--- src/rtl/bcd_pkg.sv ---
// Shared BCD definitions: digit width/limit, controller states and a digit
// validity helper used by the serial subtractor.
package bcd_pkg;

  localparam int BCD_DIGIT_W = 4;
  localparam logic [3:0] BCD_MAX = 4'd9;

  typedef enum logic [1:0] {
    IDLE = 2'd0,
    SUB  = 2'd1,
    NEG  = 2'd2,
    DONE = 2'd3
  } state_e;

  function automatic logic bcd_digit_valid(input logic [3:0] digit);
    return digit <= BCD_MAX;
  endfunction

endpackage

--- src/rtl/bcd_digit_sub.sv ---
// Single BCD digit subtract cell: d = a - b - bin, borrowing ten when negative.
// Only valid BCD digits are ever presented, so no range checking here.
module bcd_digit_sub (
  input  logic [3:0] a,
  input  logic [3:0] b,
  input  logic       bin,
  output logic [3:0] d,
  output logic       bout
);

  logic [4:0] diff;

  // A negative 5-bit difference wraps; its low nibble plus ten gives t + 10.
  always_comb begin
    diff = {1'b0, a} - {1'b0, b} - {4'b0000, bin};
    bout = diff[4];
    d    = bout ? (diff[3:0] + 4'd10) : diff[3:0];
  end

endmodule

--- src/rtl/bcd_serial_subtractor.sv ---
// Digit-serial packed-BCD subtractor (A - B), least-significant digit first,
// returning sign plus BCD magnitude; a negative raw result is re-complemented.
module bcd_serial_subtractor
  import bcd_pkg::*;
#(
  parameter int DIGITS = 4
) (
  input  logic                          clk,
  input  logic                          rst_n,
  input  logic                          start,
  input  logic [BCD_DIGIT_W*DIGITS-1:0] A,
  input  logic [BCD_DIGIT_W*DIGITS-1:0] B,
  output logic                          busy,
  output logic                          done,
  output logic [BCD_DIGIT_W*DIGITS-1:0] D,
  output logic                          neg,
  output logic                          err,
  output logic [1:0]                    dbg_state
);

  // Handshake: start is accepted on a rising edge only while in IDLE or DONE;
  // done pulses for one cycle and D/neg/err then hold until the next accept.

  localparam int W     = BCD_DIGIT_W * DIGITS;
  localparam int IDX_W = $clog2(DIGITS);
  localparam logic [IDX_W-1:0] LAST_IDX = IDX_W'(DIGITS - 1);

  state_e           state, state_nxt;
  logic [W-1:0]     a_q, b_q, d_q;
  logic [IDX_W-1:0] idx;
  logic             borrow;
  logic             neg_q, err_q;

  logic             ops_valid;
  logic             accept;
  logic             last;
  logic [3:0]       cell_a, cell_b, cell_d;
  logic             cell_bout;

  always_comb begin
    ops_valid = 1'b1;
    for (int i = 0; i < DIGITS; i++) begin
      if (!bcd_digit_valid(A[i*BCD_DIGIT_W +: BCD_DIGIT_W]) ||
          !bcd_digit_valid(B[i*BCD_DIGIT_W +: BCD_DIGIT_W]))
        ops_valid = 1'b0;
    end
  end

  assign accept = start && ((state == IDLE) || (state == DONE));
  assign last   = (idx == LAST_IDX);

  // NEG reuses the cell to compute 0 - raw, feeding back the raw digits.
  assign cell_a = (state == NEG) ? 4'd0 : a_q[3:0];
  assign cell_b = (state == NEG) ? d_q[3:0] : b_q[3:0];

  bcd_digit_sub u_cell (
    .a    (cell_a),
    .b    (cell_b),
    .bin  (borrow),
    .d    (cell_d),
    .bout (cell_bout)
  );

  always_ff @(posedge clk or negedge rst_n) begin
    if (!rst_n) state <= IDLE;
    else        state <= state_nxt;
  end

  always_comb begin
    state_nxt = state;
    case (state)
      IDLE, DONE: begin
        if (start)     state_nxt = ops_valid ? SUB : DONE;
        else           state_nxt = IDLE;
      end
      SUB:  if (last)  state_nxt = cell_bout ? NEG : DONE;
      NEG:  if (last)  state_nxt = DONE;
      default:         state_nxt = IDLE;
    endcase
  end

  always_comb begin
    busy      = (state == SUB) || (state == NEG);
    done      = (state == DONE);
    dbg_state = state;
  end

  always_ff @(posedge clk or negedge rst_n) begin
    if (!rst_n) begin
      a_q    <= '0;
      b_q    <= '0;
      d_q    <= '0;
      idx    <= '0;
      borrow <= 1'b0;
      neg_q  <= 1'b0;
      err_q  <= 1'b0;
    end else if (accept) begin
      a_q    <= A;
      b_q    <= B;
      d_q    <= '0;
      idx    <= '0;
      borrow <= 1'b0;
      neg_q  <= 1'b0;
      err_q  <= !ops_valid;
    end else if (state == SUB) begin
      // Result digits enter at the top so they land in place after DIGITS shifts.
      a_q    <= {4'd0, a_q[W-1:4]};
      b_q    <= {4'd0, b_q[W-1:4]};
      d_q    <= {cell_d, d_q[W-1:4]};
      idx    <= last ? '0 : idx + 1'b1;
      borrow <= last ? 1'b0 : cell_bout;
    end else if (state == NEG) begin
      d_q    <= {cell_d, d_q[W-1:4]};
      idx    <= last ? '0 : idx + 1'b1;
      borrow <= last ? 1'b0 : cell_bout;
      if (last) neg_q <= 1'b1;
    end
  end

  assign D   = d_q;
  assign neg = neg_q;
  assign err = err_q;

endmodule

--- config.mk ---
export PLATFORM = sky130hd
export DESIGN_NAME = bcd_serial_subtractor
export DESIGN_NICKNAME = d
export VERILOG_FILES = /design/src/rtl/bcd_pkg.sv /design/src/rtl/bcd_digit_sub.sv /design/src/rtl/bcd_serial_subtractor.sv
export SDC_FILE = /design/constraint.sdc
export NUM_CORES = 1
export LEC_CHECK = 0
export BUFFER_PORTS_ARGS = -buffer_cell sky130_fd_sc_hd__buf_2
export CORE_ASPECT_RATIO = 1.1
export CORE_MARGIN = 2
export CORE_UTILIZATION = 59
export DETAILED_ROUTE_END_ITERATION = 12
export HOLD_SLACK_MARGIN = 0.03
export PLACE_DENSITY_LB_ADDON = 0.1
export SLEW_MARGIN = 0
export SYNTH_ARGS = -nofsm -noshare
export SYNTH_HDL_FRONTEND = slang
export SYNTH_SLANG_ARGS = --single-unit
--- constraint.sdc ---
create_clock -name clk -period 8.5 [get_ports clk]
set_clock_uncertainty 0.15 [all_clocks]
set_input_delay 0.425 -clock clk [delete_from_list [all_inputs] [get_ports clk]]
set_output_delay 0.425 -clock clk [all_outputs]
set_load 0.03 [all_outputs]
==> key figures <==
Placed design
  – HPWL after DPL: 3.90 mm
  – GPL Wtd Cong: 0.818
  – I/O Buffers: 56
  – Placed Instance Area: 3050 µm²

Cells and area
  – FF/Latch Area: 1380 µm²
  – Area Overhead vs Synth: 13.9%
  – Layout Nets: 383
  – Layout cells sized above 1: 0.213
  – Antenna diode count: 0
  – Final Util: 0.688
  – Area of the multi-input gates: 1270 µm²
  – Filler instances: 376
  – Most frequent cells in the layout: nand2_1 (69), buf_2 (56), dfrtp_1 (55), mux2i_1 (25), o21ai_0 (23)
  – Most common cell after layout, fill and taps aside: nand2_1
  – Post-route design area: 3130 µm²

Global routing
  – Global-route wire length before repair: 9.40 mm
  – Largest net degree at the start of global routing: 77
  – Vias in the first global route: 1980
  – Initial antenna violation count: 0
  – Gr usage total: 0.232
  – Grt ovf: 0

Timing
  – Fmax achieved: 0.314 GHz
  – Hold_ws: 0.0879 ns
  – Max Slew Vio Count: 0
  – Setup TNS Final: 0 ns
  – Unrepaired setup endpoints after global routing: false
  – Period minus WS final: 3.19 ns
  – Final setup violation count: 0
  – Final Cycle Share: 0.375
  – Max-Slew Margin vs Limit: 0.521
  – Final Hold Vio Count: 0
  – Worst slew pin tran: 0.718 ns

Yosys
  – Number of flops mapped to enable cells by yosys: 0
  – Yosys top cell by area: dfrtp_1
  – Synthesized area: 2750 µm²
  – Async S/R FF share, synth: 1.00
  – Synth Register Bits: 55
  – Syn_nets: 334
  – Yosys top cell area share: 0.500
  – Mapped Cells: 288
  – Syn_area_per_cell: 9.56 µm²
  – Distinct cells, synth: 32
  – Synthesis warning total: 0
  – Synth area leaders: dfrtp_1 (50%), nand2_1 (9.4%), mux2i_1 (9.1%), o21ai_0 (4.2%), ha_1 (4.1%)
  – Register area share after synthesis: 0.500
  – Synth Flop Type: dfrtp_1

Floorplanning
  – I/O pins: 57
  – Die W: 69.1 µm
  – Initial Util: 0.604
  – Die height: 75.6 µm
  – Die outline area: 5230 µm²
  – Placeable Area: 4550 µm²
  – Core Rows: 26

CTS
  – Post-CTS Hold Fix Bufs: 0
  – Num CTS Buffers: 5
  – Post-cts resize count: 0
  – Max clock buf depth: 2
  – Postcts setup bufs: 0
  – CTS tree: built
  – Htree depth: 2
  – Clk sink count: 55
  – Root Driver: clkbuf_8
  – Reg clk slew, reported paths: 0.09 ns
  – Clock Latency Late Sink: 0.30 ns

Power and ir drop
  – Cell internal pwr: 769 µW
  – P per Cell Area: 456 nW/µm²
  – Total Power: 1.43 mW
  – Sequential share of power: 0.325
  – Clock power frac: 0.098
  – Switching component of the power: 659 µW
  – Pleak: 1.48 nW
  – Sw Ratio: 0.462
  – Combinational share of power: 0.577
  – Worst vdd ir: 0.000183 V

Worst setup path
  – Setup crit end: D[14]
  – Crit path DAT: 3.20 ns
  – CP Max Fanout: 12
  – Worst r2r src: dbg_state[0]
  – RR Endpoint: D[14]
  – CP Launch Point: dbg_state[0]
  – Worst reg2reg path depth: 9
  – Worst endpoint required time: 8.51 ns
  – Crit path kind: reg -> reg
  – Critical Path Sink Type: flip-flop
  – Reg-to-reg slack, setup: 5.31 ns
  – Crit start category: flip-flop

Routing
  – Post-Route WL: 5.68 mm
  – First-pass iteration count of the detailed router: 4
  – DRC Markers: 0
  – Ratio of routed vias to standard cells: 5.50
  – Initial DRC count: 166
  – Antenna viol nets, final: 0
  – Vias post-DR: 2167
  – Post-DR wirelength/cell: 14.4 µm

Run
  – Max Cap Viol: 0

Outcome
  – Status: finished, final reports clean

Hold path
  – Hold Crit Class: in -> async
==> worst max-delay path, cell delays in order, from the launching register on <==
cell,delay [ns]
dfrtp_1,0.43
inv_1,0.08
ha_1,0.41
mux2_2,0.40
fa_1,0.39
inv_1,0.11
fa_1,0.46
ha_1,0.29
o221ai_1,0.23
a21oi_1,0.10
==> stage by stage <==
stage,setup WS [ns],cells
floorplan,5.45,288
global placement,5.45,386
detailed placement,5.31,386
CTS,5.29,394
global route,5.15,394
finish,5.31,394
==> logic make-up after synthesis <==
logic type,after synthesis,share of synthesized area
muxes,28,0.103
AOI/OAI and AO/OA,63,0.125
DFF,55,0.500
xor gates and xnor gates,6,0.0191
adders and majority gates,11,0.0555
and+or+nand+nor,100,0.158
buffers and inverters,25,0.0391
==> power by group through the flow <==
stage                     Sequential [mW]  Combinational (mW)  Clock (mW)
final                               0.464               0.824       0.140
after CTS                           0.465               0.834       0.144
after global placement              0.466               0.806           0
after global routing                0.480               0.926       0.155
after detailed placement            0.470               0.833           0
after floorplan                     0.527               0.592           0
==> worst min path at each step <==
stage,endpoint,start,slack (ns),cells after the start
floorplan,D[0],rst_n,-0.02,0
CTS,err,rst_n,0.11,2
global route,err,rst_n,0.16,2
detailed placement,err,err,0.32,2
global placement,err,err,0.31,2
finish,D[3],rst_n,0.09,2
==> registers in the layout (all words and copies together) (netlist names) <==
name,cells
D,16
err,1
neg,1
a_q,16
b_q,16
idx,2
dbg_state,2
borrow,1
==> Yosys cell counts (all sizes together), types with 4 or more instances <==
cell type / n
nor2: 9
inv: 7
xor2: 4
o21ai: 35
mux2i: 25
buf: 11
ha: 9
dfrtp: 55
nand2b: 6
a21oi: 19
nand3b: 6
nand2: 69
clkbuf: 7
==> layout make-up <==
cell class	count	share of cell area
Clock buffer	7	0.0244
Tap cell	56	0.0224
Multi-Input combinational cell	208	0.405
Timing Repair Buffer	60	0.0990
Clock inverter	1	0.00160
Inverter	7	0.00838
Sequential cell	55	0.439
==> routing by layer <==
metal | up-vias | GRT usage | share of wire
met4 | 0 | 0.0959 | 0.020
met5 | - | 0 | 0
met1 | 1031 | 0.303 | 0.46
met2 | 58 | 0.390 | 0.48
met3 | 8 | 0.0450 | 0.039
li1 | 1070 | - | -
No activity file was read; power rests on OpenSTA's default activity.
